`src/rtl/ps2_pkg.sv`:
```
// Shared types and constants for the PS/2 receive path.
package ps2_pkg;

    // Receiver FSM: wait for start bit, shift data/parity/stop, evaluate.
    typedef enum logic [1:0] {
        IDLE = 2'd0,
        DPS  = 2'd1,
        LOAD = 2'd2
    } state_t;

    // Full frame on the wire: start, 8 data, parity, stop.
    localparam int unsigned FRAME_LEN      = 11;
    localparam int unsigned FILTER_LEN_DEF = 8;
    localparam int unsigned TIMEOUT_DEF    = 7500;

    // Bits shifted after the start bit (data, parity, stop).
    localparam int unsigned DPS_BITS  = FRAME_LEN - 1;
    localparam int unsigned BIT_CNT_W = 4;

    // Shift register contents once a frame has been fully shifted in.
    typedef struct packed {
        logic       stop;
        logic       parity;
        logic [7:0] data;
    } frame_t;

endpackage

```
`src/rtl/ps2_clk_filter.sv`:
```
// Synchronizes the raw PS/2 clock, debounces it and flags falling edges.
module ps2_clk_filter
    import ps2_pkg::*;
#(
    parameter int unsigned FILTER_LEN = FILTER_LEN_DEF
) (
    input  logic clk,
    input  logic rst,
    input  logic ps2c,
    output logic fall_edge,
    output logic filt_c
);

    logic                  c_meta;
    logic                  c_sync;
    logic [FILTER_LEN-1:0] hist;
    logic [FILTER_LEN-1:0] hist_next;
    logic                  filt_next;
    logic                  filt_d;

    // Filtered level changes only when the whole history agrees.
    always_comb begin
        hist_next = {hist[FILTER_LEN-2:0], c_sync};
        filt_next = filt_c;
        if (&hist_next) begin
            filt_next = 1'b1;
        end else if (~|hist_next) begin
            filt_next = 1'b0;
        end
    end

    // Sync flops, history, filtered level and edge pulse; reset to bus-idle high.
    always_ff @(posedge clk) begin
        if (rst) begin
            c_meta    <= 1'b1;
            c_sync    <= 1'b1;
            hist      <= '1;
            filt_c    <= 1'b1;
            filt_d    <= 1'b1;
            fall_edge <= 1'b0;
        end else begin
            c_meta    <= ps2c;
            c_sync    <= c_meta;
            hist      <= hist_next;
            filt_c    <= filt_next;
            filt_d    <= filt_c;
            fall_edge <= filt_d & ~filt_c;
        end
    end

endmodule

```
`src/rtl/ps2_rx.sv`:
```
// PS/2 device-to-host frame receiver with parity, stop-bit and timeout checks.
module ps2_rx
    import ps2_pkg::*;
#(
    parameter int unsigned FILTER_LEN = FILTER_LEN_DEF,
    parameter int unsigned TIMEOUT    = TIMEOUT_DEF
) (
    input  logic       clk,
    input  logic       rst,
    input  logic       ps2d,
    input  logic       ps2c,
    input  logic       rx_en,
    output logic       rx_done_tick,
    output logic [7:0] dout,
    output logic       err_parity,
    output logic       err_frame
);

    localparam int unsigned          TMO_W        = $clog2(TIMEOUT + 1);
    localparam logic [TMO_W-1:0]     TMO_LAST     = TMO_W'(TIMEOUT - 1);
    localparam logic [TMO_W-1:0]     TMO_MAX      = '1;
    localparam logic [BIT_CNT_W-1:0] BIT_CNT_LOAD = BIT_CNT_W'(DPS_BITS - 1);

    logic                 fall_edge;
    logic                 filt_c;
    logic                 edge_ok;
    logic                 d_meta;
    logic                 d_sync;

    state_t               state_q;
    state_t               state_d;
    logic [BIT_CNT_W-1:0] cnt_q;
    logic [BIT_CNT_W-1:0] cnt_d;
    logic [DPS_BITS-1:0]  sr_q;
    logic [DPS_BITS-1:0]  sr_d;
    logic [DPS_BITS-1:0]  sr_shift;
    frame_t               frm;
    logic [TMO_W-1:0]     tmo_q;
    logic [TMO_W-1:0]     tmo_d;
    logic [7:0]           dout_d;
    logic                 done_d;
    logic                 perr_d;
    logic                 ferr_d;

    ps2_clk_filter #(
        .FILTER_LEN (FILTER_LEN)
    ) u_filt (
        .clk       (clk),
        .rst       (rst),
        .ps2c      (ps2c),
        .fall_edge (fall_edge),
        .filt_c    (filt_c)
    );

    // An edge is only acted on while the filtered clock is still low.
    assign edge_ok = fall_edge & ~filt_c;

    // Two-flop synchronizer for the data line.
    always_ff @(posedge clk) begin
        if (rst) begin
            d_meta <= 1'b1;
            d_sync <= 1'b1;
        end else begin
            d_meta <= ps2d;
            d_sync <= d_meta;
        end
    end

    // Next state, counters and the frame verdict issued on entry to LOAD.
    always_comb begin
        state_d  = state_q;
        cnt_d    = cnt_q;
        sr_d     = sr_q;
        tmo_d    = tmo_q;
        dout_d   = dout;
        done_d   = 1'b0;
        perr_d   = 1'b0;
        ferr_d   = 1'b0;
        sr_shift = {d_sync, sr_q[DPS_BITS-1:1]};
        frm      = frame_t'(sr_shift);

        case (state_q)
            IDLE: begin
                tmo_d = '0;
                if (edge_ok && rx_en && !d_sync) begin
                    state_d = DPS;
                    cnt_d   = BIT_CNT_LOAD;
                end
            end
            DPS: begin
                if (edge_ok) begin
                    tmo_d = '0;
                    sr_d  = sr_shift;
                    if (cnt_q == '0) begin
                        state_d = LOAD;
                        if (!frm.stop) begin
                            ferr_d = 1'b1;
                        end else if (!(^{frm.data, frm.parity})) begin
                            perr_d = 1'b1;
                        end else begin
                            done_d = 1'b1;
                            dout_d = frm.data;
                        end
                    end else begin
                        cnt_d = cnt_q - BIT_CNT_W'(1);
                    end
                end else if (tmo_q == TMO_LAST) begin
                    // Line stalled mid-frame: drop the partial byte.
                    state_d = IDLE;
                    ferr_d  = 1'b1;
                    sr_d    = '0;
                    cnt_d   = '0;
                    tmo_d   = '0;
                end else if (tmo_q != TMO_MAX) begin
                    tmo_d = tmo_q + TMO_W'(1);
                end
            end
            LOAD: begin
                state_d = IDLE;
                cnt_d   = '0;
                tmo_d   = '0;
            end
            default: begin
                state_d = IDLE;
            end
        endcase
    end

    // FSM state, datapath and registered output pulses.
    always_ff @(posedge clk) begin
        if (rst) begin
            state_q      <= IDLE;
            cnt_q        <= '0;
            sr_q         <= '0;
            tmo_q        <= '0;
            dout         <= '0;
            rx_done_tick <= 1'b0;
            err_parity   <= 1'b0;
            err_frame    <= 1'b0;
        end else begin
            state_q      <= state_d;
            cnt_q        <= cnt_d;
            sr_q         <= sr_d;
            tmo_q        <= tmo_d;
            dout         <= dout_d;
            rx_done_tick <= done_d;
            err_parity   <= perr_d;
            err_frame    <= ferr_d;
        end
    end

endmodule

```
`config.mk`:
```
export PLATFORM = sky130hd
export DESIGN_NAME = ps2_rx
export DESIGN_NICKNAME = d
export VERILOG_FILES = /design/src/rtl/ps2_pkg.sv /design/src/rtl/ps2_clk_filter.sv /design/src/rtl/ps2_rx.sv
export SDC_FILE = /design/constraint.sdc
export NUM_CORES = 1
export LEC_CHECK = 0
export ABC_CLOCK_PERIOD_IN_PS = 2860
export BUFFER_PORTS_ARGS = -buffer_cell sky130_fd_sc_hd__buf_2
export CAP_MARGIN = 20
export CORE_AREA = 2 2 75 95
export DETAILED_ROUTE_END_ITERATION = 16
export DIE_AREA = 0 0 77 97
export PLACE_DENSITY = 0.63
export SETUP_SLACK_MARGIN = 0.5
export SLEW_MARGIN = 20
export SYNTH_ARGS = -nofsm -noshare
export SYNTH_HDL_FRONTEND = slang
export SYNTH_SLANG_ARGS = --single-unit
```
`constraint.sdc`:
```
create_clock -name clk -period 2.86 [get_ports clk]
set_input_delay 0.572 -clock clk [delete_from_list [all_inputs] [get_ports clk]]
set_output_delay 0.572 -clock clk [all_outputs]
set_load 0.03 [all_outputs]
```
==> impl_metrics.py <==
metrics = {
    "run_status": {
        "status": "finished clean",
    },
    "timing": {
        "finalCriticalPeriod_ps": 2140,
        "setup_viol": 0,
        "fin_crit_sh": 0.750,
        "relSlewSlack": 0.526,
        "slew_violations": 0,
        "max_slew.worst_pin.slew_ps": 706,
        "whs_ps": 413,
        "rsz0062_at_grt": "no",
        "tns_ps": 0,
        "hold_viol_final": 0,
        "fmax_mhz": 466,
        "skew_ps": 3.71,
    },
    "clock_tree": {
        "clock_latency_ps": 300,
        "cts_tree": "built",
        "path_clk_slew_ps": 90,
        "cts_buffers": 5,
        "cts_max_path_buffers": 2,
        "postCtsSetupRepairBufs": 0,
        "htreeDepth": 2,
        "cts.root.buffer_cell": "clkbuf_8",
        "clock-sinks": 53,
        "postCtsHoldBufs": 0,
    },
    "grt": {
        "grt_pass1_wl_mm": 7.89,
        "grt_max_degree": 32,
        "grtUsageTotal": 0.127,
        "grt_pass1_vias": 1763,
        "antenna_found_initial": 0,
        "grt_remaining_overflow": 0,
    },
    "power_and_ir_drop": {
        "powerDensity_nw_per_um2": 443,
        "p_int_mw": 0.927,
        "power_switching_mw": 0.259,
        "power_mw": 1.19,
        "ir_worst_vdd_mv": 0.373,
        "pwr-share-comb": 0.024,
        "swShare": 0.218,
        "seq_power_share": 0.628,
        "leakage_nw": 0.926,
        "pwr-share-clk": 0.348,
    },
    "yosys": {
        "synth_cells": 272,
        "synth_top_cell_by_area": "dfxtp_1",
        "synth-edff-count": 0,
        "syn_nets": 284,
        "ys_seq_area_frac": 0.437,
        "synth-seq-cells": 53,
        "ys_warn_count": 0,
        "synth_cell_types": 38,
        "synth_area_leaders": "dfxtp_1, a21oi_1, nand2b_1",
        "async_reset_ff_frac": 0,
        "synth_ff_type": "dfxtp_1",
        "synth.avg_cell_area_um2": 8.93,
        "synth_top_area_share": 0.437,
        "syn_area_um2": 2430,
    },
    "placed_design": {
        "post-dp-hpwl_mm": 3.05,
        "portBuffers": 15,
        "place_area_um2": 2590,
        "place.gp.congestion": 0.807,
    },
    "critical_path": {
        "reg2reg_to": "cnt_q[2]$_SDFFE_PP0P_",
        "reg2regPathDepth": 7,
        "cp-end-kind": "flop",
        "path_cells": "inv_1, ha_1, and3b_2, a21oi_1, o211ai_2, or4_1, a21oi_1",
        "worst-path-buf-inv": 1,
        "path_max_fanout": 14,
        "slowest_delay_ps": 500,
        "critPathSlowestCell": "or4_1",
        "crit_type": "reg2reg",
        "path_delay_family": "simple AND/OR/NAND/NOR gates",
        "regToRegSetupSlack_ps": 720,
        "worst_path_most_repeated_cell": "a21oi_1",
        "crit_required_ps": 3100,
        "cp.depth": 7,
        "worstReg2RegStart": "state_q[1]$_SDFFE_PP0P_",
        "crit_arrival_ps": 2380,
        "start_kind": "flop",
    },
    "worst_hold_path": {
        "hold_path_depth": 2,
        "hp-start": "u_filt.filt_d$_SDFF_PP1_",
        "holdCritPathClass": "reg2reg",
        "min_to": "u_filt.fall_edge$_SDFF_PP0_",
    },
    "cells_and_area": {
        "fin_nets": 297,
        "design_area_um2": 2680,
        "num_antenna_cells": 0,
        "drive_gt1_frac": 0.154,
        "fin_util": 0.411,
        "syn_to_final_growth_pct": 10.2,
    },
    "floorplanning": {
        "rows": 33,
        "die_h_um": 97,
        "core_area_um2": 6520,
        "dieArea_um2": 7470,
        "start_util": 0.372,
        "num_io_pins": 16,
        "fp.dieW_um": 77,
    },
    "detailed_routing": {
        "drt_first_iter_violations": 169,
        "first_pass_iters": 4,
        "wl_mm": 4.54,
        "ant_nets": 0,
        "viasPerCell": 5.13,
        "wl_per_cell_um": 12.2,
        "drcViolationCount": 0,
        "num_vias": 1915,
    },
    "job": {
        "maxCapViolations": 0,
    },
}
[worst max path at each step]
stage | startpoint | to | slack [ps]
6_report | state_q[1]$_SDFFE_PP0P_ | cnt_q[2]$_SDFFE_PP0P_ | 720
3_3_place_gp | state_q[1]$_SDFFE_PP0P_ | cnt_q[2]$_SDFFE_PP0P_ | 720
4_1_cts | state_q[1]$_SDFFE_PP0P_ | cnt_q[2]$_SDFFE_PP0P_ | 640
2_1_floorplan | state_q[1]$_SDFFE_PP0P_ | cnt_q[2]$_SDFFE_PP0P_ | 860
5_1_grt | state_q[1]$_SDFFE_PP0P_ | cnt_q[2]$_SDFFE_PP0P_ | 510
3_5_place_dp | state_q[1]$_SDFFE_PP0P_ | cnt_q[2]$_SDFFE_PP0P_ | 650
[worst register-to-register path, stage by stage (launching register included)]
cell      delay [ps]
dfxtp_1          380
inv_1             80
ha_1             270
and3b_2          350
a21oi_1          200
o211ai_2         170
or4_1            500
a21oi_1          140
[final cells by class]
cell class | count | area, um^2
fillers | 710 | 3840
clock inverters | 1 | 7.51
multi-input cells | 194 | 1270
well taps | 87 | 109
repair buffers | 19 | 105
clock buffers | 7 | 76.3
flip-flops and latches | 53 | 1060
inverters | 12 | 45.0
[cell usage after synthesis (2+ instances only)]
library cell / n
xnor2_1: 7
ha_1: 7
nor3_1: 12
nand2_1: 10
nor3b_1: 6
o21ai_0: 15
nand3_1: 6
nand2b_1: 16
or4_1: 7
or3_1: 3
nand4_1: 5
dfxtp_1: 53
nor2b_1: 3
nand4b_1: 6
nor2_1: 21
mux2i_1: 9
clkbuf_1: 11
a211oi_1: 3
a21oi_1: 20
inv_1: 12
o21ai_1: 2
buf_2: 2
a22oi_1: 9
or2_2: 13
[sequential cells by signal (all words and copies together), names as in the netlist]
register	count
cnt_q	4
u_filt.hist	7
state_q	2
u_filt.c_sync	1
rx_done_tick	1
tmo_q	13
u_filt.fall_edge	1
sr_q	9
u_filt.filt_c	1
u_filt.filt_d	1
d_sync	1
err_frame	1
u_filt.c_meta	1
d_meta	1
err_parity	1
dout	8
[through the flow]
stage | instances | setup slack (ps)
after floorplan | 272 | 855
after global placement | 365 | 719
after detailed placement | 365 | 655
after CTS | 373 | 637
after global routing | 373 | 512
final | 373 | 716
[power groups by stage]
stage          Combinational [mW]  Clock [mW]  Sequential [mW]
2_1_floorplan              0.0176           0            0.765
3_3_place_gp               0.0286           0            0.762
3_5_place_dp               0.0287           0            0.762
4_1_cts                    0.0286       0.433            0.745
5_1_grt                    0.0313       0.456            0.746
6_report                   0.0281       0.413            0.745
[layer usage]
metal,vias up,track usage,share of wire
met2,28,0.213,0.48
met5,-,0,0
met4,0,0.0508,0.016
met1,899,0.157,0.46
met3,5,0.0299,0.036
li1,983,-,-
[placed cells by master, fill, tap and decap left out, types with 2 or more instances in the layout]
cell type | synthesis | final
ha_1 | 7 | 7
buf_4 | 0 | 4
nor3b_1 | 6 | 6
nor2_1 | 21 | 21
buf_2 | 2 | 15
a21oi_1 | 20 | 20
nand3_1 | 6 | 6
inv_1 | 12 | 12
xnor2_1 | 7 | 7
mux2i_1 | 9 | 9
or3_1 | 3 | 3
o21ai_0 | 15 | 15
nand4_1 | 5 | 5
nor3_1 | 12 | 12
a22oi_1 | 9 | 9
or4_1 | 7 | 7
nand2b_1 | 16 | 16
or2_2 | 13 | 13
dfxtp_1 | 53 | 53
nand2_1 | 10 | 10
a211oi_1 | 3 | 3
nor2b_1 | 3 | 3
clkbuf_1 | 11 | 2
clkbuf_8 | 0 | 5
o21ai_1 | 2 | 2
nand4b_1 | 6 | 6
[repair_timing]
action,4_1_cts,5_1_grt
resized for setup,0,2
hold endpoints to repair,0,0
setup endpoints to repair,0,11
[cell families (layout without fill, tap and decap cells)]
logic type | after synthesis | after routing | synth area share
flops | 53 | 53 | 0.437
simple gates | 114 | 114 | 0.277
mux | 9 | 9 | 0.0371
compound gates | 56 | 56 | 0.139
fa+ha+maj | 7 | 7 | 0.0360
xor+xnor | 8 | 8 | 0.0345
buf+inv | 25 | 39 | 0.0396
Note: power is estimated with default switching activity, not from simulation.
